<file path="src/rtl/regfile_pkg.sv">
// Shared constants and the write-request record for the register-file write path.
package regfile_pkg;

  localparam int ADDR_WIDTH = 5;
  localparam int DATA_WIDTH = 32;
  localparam int NUM_REGS   = 32;

  typedef struct packed {
    logic [ADDR_WIDTH-1:0] address;
    logic [DATA_WIDTH-1:0] data;
  } wr_req_t;

endpackage

</file>
<file path="src/rtl/regfile_write_arbiter_rr_arbiter.sv">
// Round-robin arbiter: one-hot grant searching from ptr upward; ptr moves past
// the winner only when an enabled grant actually fires.
module rr_arbiter #(
  parameter int NUM_REQ = 4
) (
  input  logic               clk,
  input  logic               reset,
  input  logic               enable,
  input  logic [NUM_REQ-1:0] request,
  output logic [NUM_REQ-1:0] grant
);

  localparam int PTR_W = (NUM_REQ > 1) ? $clog2(NUM_REQ) : 1;

  logic [PTR_W-1:0]   ptr_r;
  logic [PTR_W-1:0]   next_ptr_s;
  logic [NUM_REQ-1:0] grant_s;
  logic               found_s;

  // first requester at or after ptr, wrapping modulo NUM_REQ
  always_comb begin
    int idx;
    grant_s    = {NUM_REQ{1'b0}};
    found_s    = 1'b0;
    next_ptr_s = ptr_r;
    idx        = 0;
    for (int k = 0; k < NUM_REQ; k++) begin
      idx = int'(ptr_r) + k;
      if (idx >= NUM_REQ) begin
        idx = idx - NUM_REQ;
      end else begin
        idx = idx;
      end
      if (enable && request[idx] && !found_s) begin
        grant_s[idx] = 1'b1;
        found_s      = 1'b1;
        if (idx == NUM_REQ - 1) begin
          next_ptr_s = {PTR_W{1'b0}};
        end else begin
          next_ptr_s = PTR_W'(idx + 1);
        end
      end else begin
        found_s = found_s;
      end
    end
  end

  // pointer register
  always_ff @(posedge clk) begin
    if (reset) begin
      ptr_r <= {PTR_W{1'b0}};
    end else if (found_s) begin
      ptr_r <= next_ptr_s;
    end
  end

  assign grant = grant_s;

endmodule

</file>
<file path="src/rtl/regfile_write_arbiter.sv">
// Round-robin arbiter and one-entry output stage for the register-file write port.
// Optional build macro: REGFILE_ZERO_PROTECT_EN (handshake but drop writes to register 0).
module regfile_write_arbiter #(
  parameter int NUM_REQ    = 4,
  parameter int ADDR_WIDTH = regfile_pkg::ADDR_WIDTH,
  parameter int DATA_WIDTH = regfile_pkg::DATA_WIDTH
) (
  input  logic                          clk,
  input  logic                          reset,
  input  logic [NUM_REQ-1:0]            req_valid,
  input  logic [NUM_REQ*ADDR_WIDTH-1:0] req_address,
  input  logic [NUM_REQ*DATA_WIDTH-1:0] req_data,
  output logic [NUM_REQ-1:0]            req_ready,
  input  logic                          hold,
  output logic                          write_enable,
  output logic [ADDR_WIDTH-1:0]         write_address,
  output logic [DATA_WIDTH-1:0]         write_data,
  output logic                          pending_valid,
  output logic [ADDR_WIDTH-1:0]         pending_address
);

  typedef struct packed {
    logic [ADDR_WIDTH-1:0] address;
    logic [DATA_WIDTH-1:0] data;
  } stage_t;

  stage_t             stg_r;
  logic               stg_valid_r;
  stage_t             win_s;
  logic [NUM_REQ-1:0] grant_s;
  logic               accept_s;
  logic               load_s;

  // reset gating keeps a staged write from reaching the register file on the reset edge
  assign accept_s = (~stg_valid_r | ~hold) & ~reset;

  rr_arbiter #(
    .NUM_REQ (NUM_REQ)
  ) u_rr_arbiter (
    .clk     (clk),
    .reset   (reset),
    .enable  (accept_s),
    .request (req_valid),
    .grant   (grant_s)
  );

  // one-hot grant selects the winning address/data
  always_comb begin
    win_s = '0;
    for (int i = 0; i < NUM_REQ; i++) begin
      if (grant_s[i]) begin
        win_s.address = win_s.address | req_address[i*ADDR_WIDTH +: ADDR_WIDTH];
        win_s.data    = win_s.data    | req_data[i*DATA_WIDTH +: DATA_WIDTH];
      end else begin
        win_s = win_s;
      end
    end
  end

`ifdef REGFILE_ZERO_PROTECT_EN
  assign load_s = (|grant_s) && (win_s.address != {ADDR_WIDTH{1'b0}});
`else
  assign load_s = |grant_s;
`endif

  // output stage: refills whenever it may accept, holds otherwise
  always_ff @(posedge clk) begin
    if (reset) begin
      stg_valid_r <= 1'b0;
      stg_r       <= '0;
    end else if (accept_s) begin
      stg_valid_r <= load_s;
      if (load_s) begin
        stg_r <= win_s;
      end
    end
  end

  assign req_ready       = grant_s;
  assign write_enable    = stg_valid_r & ~hold & ~reset;
  assign write_address   = stg_r.address;
  assign write_data      = stg_r.data;
  assign pending_valid   = stg_valid_r;
  assign pending_address = stg_r.address;

endmodule

</file>
<file path="config.mk">
export PLATFORM = sky130hd
export DESIGN_NAME = regfile_write_arbiter
export DESIGN_NICKNAME = d
export VERILOG_FILES = /design/src/rtl/regfile_pkg.sv /design/src/rtl/regfile_write_arbiter_rr_arbiter.sv /design/src/rtl/regfile_write_arbiter.sv
export SDC_FILE = /design/constraint.sdc
export NUM_CORES = 1
export LEC_CHECK = 0
export CAP_MARGIN = 40
export CORE_ASPECT_RATIO = 0.8
export CORE_MARGIN = 3
export CORE_UTILIZATION = 30
export DETAILED_ROUTE_END_ITERATION = 10
export PLACE_DENSITY_LB_ADDON = 0.08
export SLEW_MARGIN = 30
export SYNTH_ARGS = -nofsm -noshare
export SYNTH_HDL_FRONTEND = slang
export SYNTH_HIERARCHICAL = 1
export SYNTH_SLANG_ARGS = --single-unit
</file>
<file path="constraint.sdc">
create_clock -name clk -period 3.7 [get_ports clk]
set_input_delay 0.74 -clock clk [delete_from_list [all_inputs] [get_ports clk]]
set_output_delay 0.74 -clock clk [all_outputs]
set_load 0.05 [all_outputs]
</file>
* Word-level counts from Yosys, hierarchy flattened *
Index checks and enable logic that the tools add are counted.
W data, S select, Z words.

operators by class
  add/subtract/negate cells = 11
  magnitude comparators = 12
  eq/ne operators = 4
  mux-type cells = 44
  bitwise gates (word level) = 16
  reduce and logical (&&, ||, !) cells = 18

operators by type and width
  cell                     number
  $mux W37                 4
  $eq A32 B3 Y1 const B    4
  $ge A32 B1 Y1 const B    4
  $lt A32 B4 Y1 const B    4
  $mux W32                 4
  $ge A32 B4 Y1 const B    3
  $or A32 B32 Y32          3
  $sub A32 B4 Y32 const B  3
  $mux W1                  16
  $mux W2                  8
  $mux W4                  4
  $or A5 B5 Y5             3
  $or A4 B4 Y4             3
  $logic_and A1 B1 Y1      11
  $add A2 B2 Y2 const B    4
  $bmux W1 S2              4
  $demux W1 S2             4
  $add A2 B2 Y3 const B    2
  $reduce_and A2 Y1        2
  $reduce_bool A4 Y1       1
  $reduce_or A4 Y1         1
  $sub A2 B3 Y4 const B    1
  $add A2 B1 Y3 const B    1
  $and A1 B1 Y1            3
  other kinds (4)          8

storage, ports and cells
  flip-flop bits (word level) = 40
  output and inout bits = 48
  logic and storage cells = 109

* Logic depth before layout (Yosys ltp) *
Gate-level depths: netlist (run 1).

  word-level depth = 23
  gate-level depth with buffers = 15
  mapped depth without buffers = 10

* Modules after synthesis *
Netlist (run 1), hierarchy kept.

modules (own cells, without submodules)
  module                 instances  cells an instance  area each (um^2)  sequential area each (um^2)
  regfile_write_arbiter  1          229                2117.0            760.7
  rr_arbiter             1          86                 770.7             40.0

* Worst setup path after synthesis (run 1) *
No wires, ideal clock.

  kind = flip-flop to flip-flop
  start point = register u_rr_arbiter.ptr_r[0]
  end point = register stg_r, in the netlist pending_address[0]
  arrival = 3.484 ns
  required time = 3.566 ns
  setup slack = 0.082 ns
  stages on the path, launching flop included = 13
  clock period less this slack = 3.618 ns
  path through = dfxtp_1 > buf_6 > buf_8 > inv_1 > ha_1 > mux2_2 > o22a_1 > a311oi_4 > a221o_1 > nor4_1 > a21oi_1 > buf_2 > a211oi_1

between the ends
  longest elaborated chain between the ends = 23

RTL lines
  what                                                                      line                                    text
  start: declaration                                                        regfile_write_arbiter_rr_arbiter.sv:15  logic [PTR_W-1:0] ptr_r;
  start signal: assignment                                                  regfile_write_arbiter_rr_arbiter.sv:51  ptr_r <= {PTR_W{1'b0}};
  start signal: assignment                                                  regfile_write_arbiter_rr_arbiter.sv:53  ptr_r <= next_ptr_s;
  parallel branches: the longest is 15 deep, another holds $sub A32 B4 Y32  --
  $mux W4 (*)                                                               regfile_write_arbiter_rr_arbiter.sv:34  if (enable && request[idx] && !found_s) begin
  net req_ready[0]                                                          regfile_write_arbiter.sv:13             output logic [NUM_REQ-1:0] req_ready,
  $mux W37                                                                  regfile_write_arbiter.sv:51             if (grant_s[i]) begin
  $or A5 B5 Y5                                                              regfile_write_arbiter.sv:52             win_s.address = win_s.address | req_address[i*ADDR_WIDTH +: ADDR_WIDTH];
  $mux W37                                                                  regfile_write_arbiter.sv:51
  $or A5 B5 Y5                                                              regfile_write_arbiter.sv:52
  $mux W37                                                                  regfile_write_arbiter.sv:51
  $or A5 B5 Y5                                                              regfile_write_arbiter.sv:52
  $mux W37                                                                  regfile_write_arbiter.sv:51
  end signal: assignment                                                    regfile_write_arbiter.sv:74             stg_r <= win_s;
  end: declaration                                                          regfile_write_arbiter.sv:27             stage_t stg_r;

Mark *: on every way through the listed nets, which the timed path passes. The select of a mux whose other input is x is not followed.
A chain may end at the register's enable or synchronous reset.

* Worst setup path after layout (run 1) *
  start point = register u_rr_arbiter.ptr_r[1]
  end point = output req_ready[0]

between the ends
  longest elaborated chain between the ends = 16

RTL lines
  what                                                                      line
  parallel branches: the longest is 15 deep, another holds $sub A32 B4 Y32  --
  $mux W4 (*)                                                               regfile_write_arbiter_rr_arbiter.sv:34
  end: declaration                                                          regfile_write_arbiter.sv:13

Every way passes the cells marked *. The select of a mux whose other input is x is not followed.

==> results.md, run 1 <==
- HPWL reported at the end of detailed placement: 9070 um
- Pint: 2.38 mW
- Via count: 3509
- Post-route cell area: 5270 um2
- Syn_nets: 475
- Initial Utilization: 31.4%
- Post-synth EDFFs: 0
- RSZ-0062 raised after global routing: no
- Flops & latches, synth: 40
- Final min period: 3.57 ns
- Maximum clock frequency: 280 MHz
- Crit path largest cell delay: 0.37 ns
- Die area: 10800 um2
- Die width: 116 um
- Area delta synth->final: 82.5%
- Ys Warns: 6
- Num rows: 31
- CP Buf/Inv Count: 4
- Non-Filler Instances: 630
- Number of port buffers: 202
- Synth Cell Area: 2890 um2
- Sw frac: 48.3%
- Routability cong.: 0.847
- Fin Hold WS: 0.509 ns
- Delay-heaviest family, CP: compound AO/OA/AOI/OAI gates
- DRC violations left: 0
- Global-route usage over all layers: 20.3%
- DR WL met2: 5360 um
- Synth unique cells: 48
- Max Used Layer: met5
- Sequential share of the synthesized area: 27.7%
- Logic pwr share: 76.0%
- Max VDD drop: 0.445 mV
- Max FO, Critical Path: 10
- Detailed Route Iter0 Violations: 177
- Worst Clk Skew: 0.00451 ns
- Vias per cell: 5.57
- Pre-CTS setup slack: -0.0530 ns
- Top post-synthesis cells by area: dfxtp_1 28%, a221oi_1 11%, a22o_1 11%
- Num CTS Buffers: 5
- Max_slew headroom: 63.7%
- Sw Pwr: 2.22 mW
- Leakage: 1.88 nW
- Drt total wl: 11500 um
- Maxcap violations: 0
- Post-route antenna net violation count: 0
- Num ports: 203
- Endpoints failing setup: 0
- Clk root buf: clkbuf_16
- GRT overflow: 0
- Crit path launch type: flop
- Clk buf depth: 2
- Cell taking the most area after synthesis: dfxtp_1
- Least-Margin Pin Slew: 0.543 ns
- Number of diodes: 0
- Reg power frac: 14.6%
- Layout fillers: 801
- Cells after synthesis: 315
- Post-route setup slack: 0.130 ns
- Final setup TNS: 0 ns
- Asr flop ratio synth: 0%
- Syn avg cell area: 9.17 um2
- Met3 WL: 1170 um
- Worst setup EP type: output port
- Largest net degree at the start of global routing: 43
- CTS tree: yes
- Final hold violation count: 0
- CTS clk-pin slew, worst paths: 0.06 ns
- Vias in the first global route: 3487
- Max-slew violations: 0
- Synth Flop Type: dfxtp_1
- Clock latency on the worst-skew pair: 0.27 ns
- Top-count cell post-synth: dfxtp_1
- Power density over the cells: 871 nW/um2
- Slowest stage cell, crit path: ha_1
- Final core utilization: 57.3%
- Layout cell share with drive strength beyond 1: 11.7%
- Total power: 4.59 mW
- Cell Chain, Critical Path: inv_2 -> ha_1 -> buf_4 -> mux2_2 -> o22a_1 -> a311oi_4 -> a221o_1 -> buf_4 -> buf_12
- Area post-placement: 5110 um2
- Routed wire per std cell: 18.3 um
- CP dominant cell by count: buf_4
- Most instantiated cells after synthesis: 40 x dfxtp_1, 39 x a21oi_1, 38 x a211oi_1
- Worst min path class: reg2reg
- Final Cycle Share: 96.5%
- Hold-fix buffers, CTS: 0
- Clock sinks: 40
- First-pass GRT wire length: 17800 um
- Die height: 93.8 um
- Req. time, crit path: 2.96 ns
- Fin nets: 674
- Max H-tree Level: 2
- Detailed-router iteration count before antenna repair: 4
- Kind of critical path: reg2out
- Clock power share: 9.4%
- Placed cells: 621
- Core Region: 9190 um2
- Synth top area share: 27.7%
- Outcome: finished, final reports clean
- Met1 wire length: 4870 um
- Arr. time, crit path: 2.83 ns
- Antenna violations before repair: 1
-- cells by family after synthesis --
group | count (synthesis) | share of synthesized area, %
muxes | 13 | 6.63
buffers and inverters | 49 | 9.92
adders and majority gates | 5 | 2.17
DFF | 40 | 27.7
and+or+nand+nor | 33 | 7.15
AOI/OAI and AO/OA | 175 | 46.4
-- worst paths after layout --
kind                         startpoint              to  slack (ns)  cells after the start
hold reg to reg          write_data[15]  write_data[15]        0.51                      2
hold / removal           write_data[15]  write_data[15]        0.51                      2
setup reg to reg  u_rr_arbiter/ptr_r[1]  write_data[28]        0.40                     13
setup / recovery  u_rr_arbiter/ptr_r[1]    req_ready[0]        0.13                      9
-- worst register-to-register path, cell delays in order (launching register included) --
cell and delay [ns]:
dfxtp_1 0.35, inv_2 0.08, ha_1 0.37, buf_4 0.20, mux2_2 0.37, o22a_1 0.24, a311oi_4 0.35, a221o_1 0.30
buf_4 0.19, nor4_1 0.06, buf_4 0.15, a21oi_4 0.14, buf_4 0.26, a211oi_1 0.11
-- metal layers --
layer,vias up,track usage [%]
met4,2,3.19
met5,-,0
met2,147,34.4
li1,1702,-
met3,10,6.44
met1,1648,25.9
-- sequential cells by signal, indices dropped and copies added (netlist names) --
name / cells
pending_address: 5
write_data: 32
pending_valid: 1
u_rr_arbiter/ptr_r: 2
-- timing repair --
item	4_1_cts	5_1_grt
buffers inserted	0	1
pin swaps	0	3
endpoints found under the setup margin	1	4
gates resized for setup	1	1
-- layout make-up --
| cell class | count | area [um2] | area share (%) |
|---|---|---|---|
| sequential | 40 | 801 | 15.2 |
| clock inverter | 1 | 7.51 | 0.142 |
| multi-input combinational | 226 | 1810 | 34.4 |
| timing repair buffer | 237 | 2350 | 44.5 |
| tap | 115 | 144 | 2.73 |
| inverter | 4 | 15.0 | 0.285 |
| clock buffer | 7 | 143 | 2.71 |
-- power by group through the flow --
stage	logic, mW	clock network [mW]	registers (mW)
6_report	3.49	0.431	0.670
5_1_grt	3.79	0.466	0.687
4_1_cts	3.51	0.442	0.673
3_5_place_dp	3.50	0	0.678
3_3_place_gp	3.46	0	0.674
2_1_floorplan	2.02	0	1.08
-- cells in the final DEF, fill, tap and decap left out, drive strengths merged, types with 3 or more instances in the layout --
| master | count |
|---|---|
| clkdlybuf4s50 | 196 |
| inv | 4 |
| clkbuf | 7 |
| a22oi | 5 |
| mux2i | 6 |
| o21ai | 4 |
| mux4 | 4 |
| nor2 | 3 |
| mux2 | 3 |
| a221oi | 37 |
| a221o | 4 |
| a21oi | 41 |
| ha | 5 |
| a22o | 37 |
| dfxtp | 40 |
| a211oi | 38 |
| buf | 40 |
| nor2b | 7 |
| nand2 | 4 |
Note: power is estimated with default switching activity, not from simulation.
==> run 2, diff against run 1 <==
==> constraint.sdc (replaced) <==
create_clock -name clk -period 3.7 [get_ports clk]
set_input_delay 1.11 -clock clk [delete_from_list [all_inputs] [get_ports clk]]
set_output_delay 1.11 -clock clk [all_outputs]
set_load 0.05 [all_outputs]
==> results.md, run 2 (synthesis results as in run 1) <==
- Global-route usage over all layers: 20.4% (+0.075 points)
- Least-Margin Pin Slew: 0.560 ns (+0.0169 ns)
- Flop-to-flop setup slack: 0.28 ns (-0.12 ns)
- Number of diodes: 0 (unchanged)
- Fin nets: 682 (+1.2%)
- Outcome: finished, violations left
- Fin Hold WS: 0.515 ns (+0.00584 ns)
- Most frequent cells in the layout: 191 x clkdlybuf4s50_1, 40 x dfxtp_1, 38 x a211oi_1, 38 x buf_4
- Initial Utilization: 31.4% (unchanged)
- CTS clk-pin slew, worst paths: 0.06 ns (about the same)
- Vias in the first global route: 3446 (-1.2%)
- Max-slew violations: 0 (unchanged)
- Worst setup EP type: output port
- Final hold violation count: 0 (unchanged)
- Power density over the cells: 870 nW/um2 (-0.12%)
- CTS tree: yes
- Final min period: 3.72 ns (+0.146 ns)
- Worst min path class: reg2reg
- Endpoints failing setup: 3 (+3)
- HPWL reported at the end of detailed placement: 9070 um (about the same)
- DRC violations left: 0 (unchanged)
- Cell Chain, Critical Path: buf_8 -> mux4_2 -> buf_6 -> nor2b_4 -> a22oi_1 -> nor2b_1 -> a221o_2 -> buf_12
- Core Region: 9190 um2 (unchanged)
- Max FO, Critical Path: 7 (-3)
- Maxcap violations: 0 (unchanged)
- Routed wire per std cell: 18.4 um (+0.96%)
- Max_slew headroom: 62.6% (-1.1 points)
- Slowest stage cell, crit path: mux4_2
- Max H-tree Level: 2 (unchanged)
- Maximum clock frequency: 269 MHz (-3.9%)
- Detailed Route Iter0 Violations: 122 (-31%)
- Crit path launch type: input pin
- Drt total wl: 11700 um (+2.1%)
- Number of port buffers: 202 (unchanged)
- Die area: 10800 um2 (unchanged)
- Final core utilization: 58.9% (+1.5 points)
- Commonest non-fill, non-tap cell in the layout: clkdlybuf4s50_1
- Failing checks: setup timing
- Post-route antenna net violation count: 0 (unchanged)
- Req. time, crit path: 2.59 ns (-0.37 ns)
- Arr. time, crit path: 2.61 ns (-0.22 ns)
- Num ports: 203 (unchanged)
- Detailed-router iteration count before antenna repair: 6 (+2)
- GRT overflow: 0 (unchanged)
- Num rows: 31 (unchanged)
- Die width: 116 um (unchanged)
- Largest register FFs: 32 (unchanged)
- Non-Filler Instances: 637 (+1.1%)
- Kind of critical path: in2out
- Clock sinks: 40 (unchanged)
- RSZ-0062 raised after global routing: yes
- Area delta synth->final: 87.4%
- Clock latency on the worst-skew pair: 0.28 ns (about the same)
- Post-route setup slack: -0.0151 ns (-0.146 ns)
- Num CTS Buffers: 5 (unchanged)
- Max VDD drop: 0.530 mV (+19%)
- Hold-fix buffers, CTS: 0 (unchanged)
- First-pass GRT wire length: 17800 um (+0.23%)
- Antenna violations before repair: 0 (-1)
- Die height: 93.8 um (unchanged)
- Vias per cell: 5.57 (about the same)
- Leakage: 1.95 nW (+3.6%)
- Final Cycle Share: 100% (+3.9 points)
- Crit path largest cell delay: 0.57 ns (+0.20 ns)
- Layout cell share with drive strength beyond 1: 16.3% (+4.6 points)
- Worst Clk Skew: 0.00668 ns (+0.00217 ns)
- Clk root buf: clkbuf_16
- Placed cells: 625 (+0.64%)
- Via count: 3547 (+1.1%)
- Largest net degree at the start of global routing: 43 (unchanged)
- Clk buf depth: 2 (unchanged)
- Routability cong.: 0.825 (-2.5%)
- Pre-CTS setup slack: -0.532 ns (-0.479 ns)
-- run 2: changes by cell type in the layout (fill, tap and decap cells not counted), moves of 3 or more --
| cell | delta |
|---|---|
| buf_6 | +4 |
| clkdlybuf4s50_1 | -5 |
| a221o_1 | -3 |
| buf_4 | +5 |
| a221o_2 | +3 |
| a22oi_1 | -3 |
| a22oi_2 | +3 |
-- run 2: power breakdown --
| group | internal [mW] | switching [mW] |
|---|---|---|
| sequential | 0.585 | 0.0860 |
| clock | 0.244 | 0.159 |
| combinational | 1.64 | 2.00 |
| total | 2.47 | 2.24 |
-- run 2: path summary, 6_finish.rpt --
| path | startpoint | endpoint | cells past startpoint |
|---|---|---|---|
| worst max-delay path | req_valid[3] | req_ready[3] | 8 |
| worst min-delay path | write_data[0] | write_data[0] | 2 |
| worst max register to register | u_rr_arbiter/ptr_r[1] | write_data[23] | 14 |
| worst min register to register | write_data[0] | write_data[0] | 2 |
-- run 2: layout make-up --
cell class              instances  area (um2)
well taps                     115         144
repair buffers                245        2440
clock buffers                   5         125
multi-input cells             226        1870
clock inverters                 2        12.5
fillers                       858        3780
flip-flops and latches         40         801
inverters                       4        15.0
-- run 2: layer usage --
| layer | wire, um | track usage [%] | share of wire (%) | vias to the layer above |
|---|---|---|---|---|
| li1 | - | - | - | 1715 |
| met1 | 4810 | 26.0 | 41 | 1669 |
| met2 | 5530 | 34.2 | 47 | 154 |
| met3 | 1300 | 6.83 | 11 | 9 |
| met4 | 106 | 3.29 | 0.90 | 0 |
| met5 | 0 | 0 | 0 | - |
-- run 2: stage by stage --
stage	setup TNS (ns)	total power, mW	instance area [um2]
detailed placement	-18.13	4.24	5170
finish	-0.0267	4.71	5410
CTS	-0.0183	4.71	5360
global placement	-18.01	4.19	5170
floorplan	0	3.10	2890
global route	-0.343	5.07	5410
-- run 2: critical path, delay by kind of cell --
family / cells / cell delay (ns)
and+or+nand+nor: 2 / 0.28
AOI/OAI and AO/OA: 2 / 0.24
muxes: 1 / 0.57
buffers and inverters: 3 / 0.41
-- run 2: what timing repair did --
action | in CTS | in global routing
endpoints found under the setup margin | 41 | 14
pin swaps | 5 | 3
resized for setup | 34 | 11
cloned | 0 | 0
setup buffers | 5 | 1
==> run 3, diff against run 2 <==
--- a/config.mk
+++ b/config.mk
@@ -5,7 +5,6 @@
 export SDC_FILE = /design/constraint.sdc
 export NUM_CORES = 1
 export LEC_CHECK = 0
-export CAP_MARGIN = 40
 export CORE_ASPECT_RATIO = 0.8
 export CORE_MARGIN = 3
 export CORE_UTILIZATION = 30
==> results of run 3 <==
Final layout, timing and power as in run 2 (identical DEF).
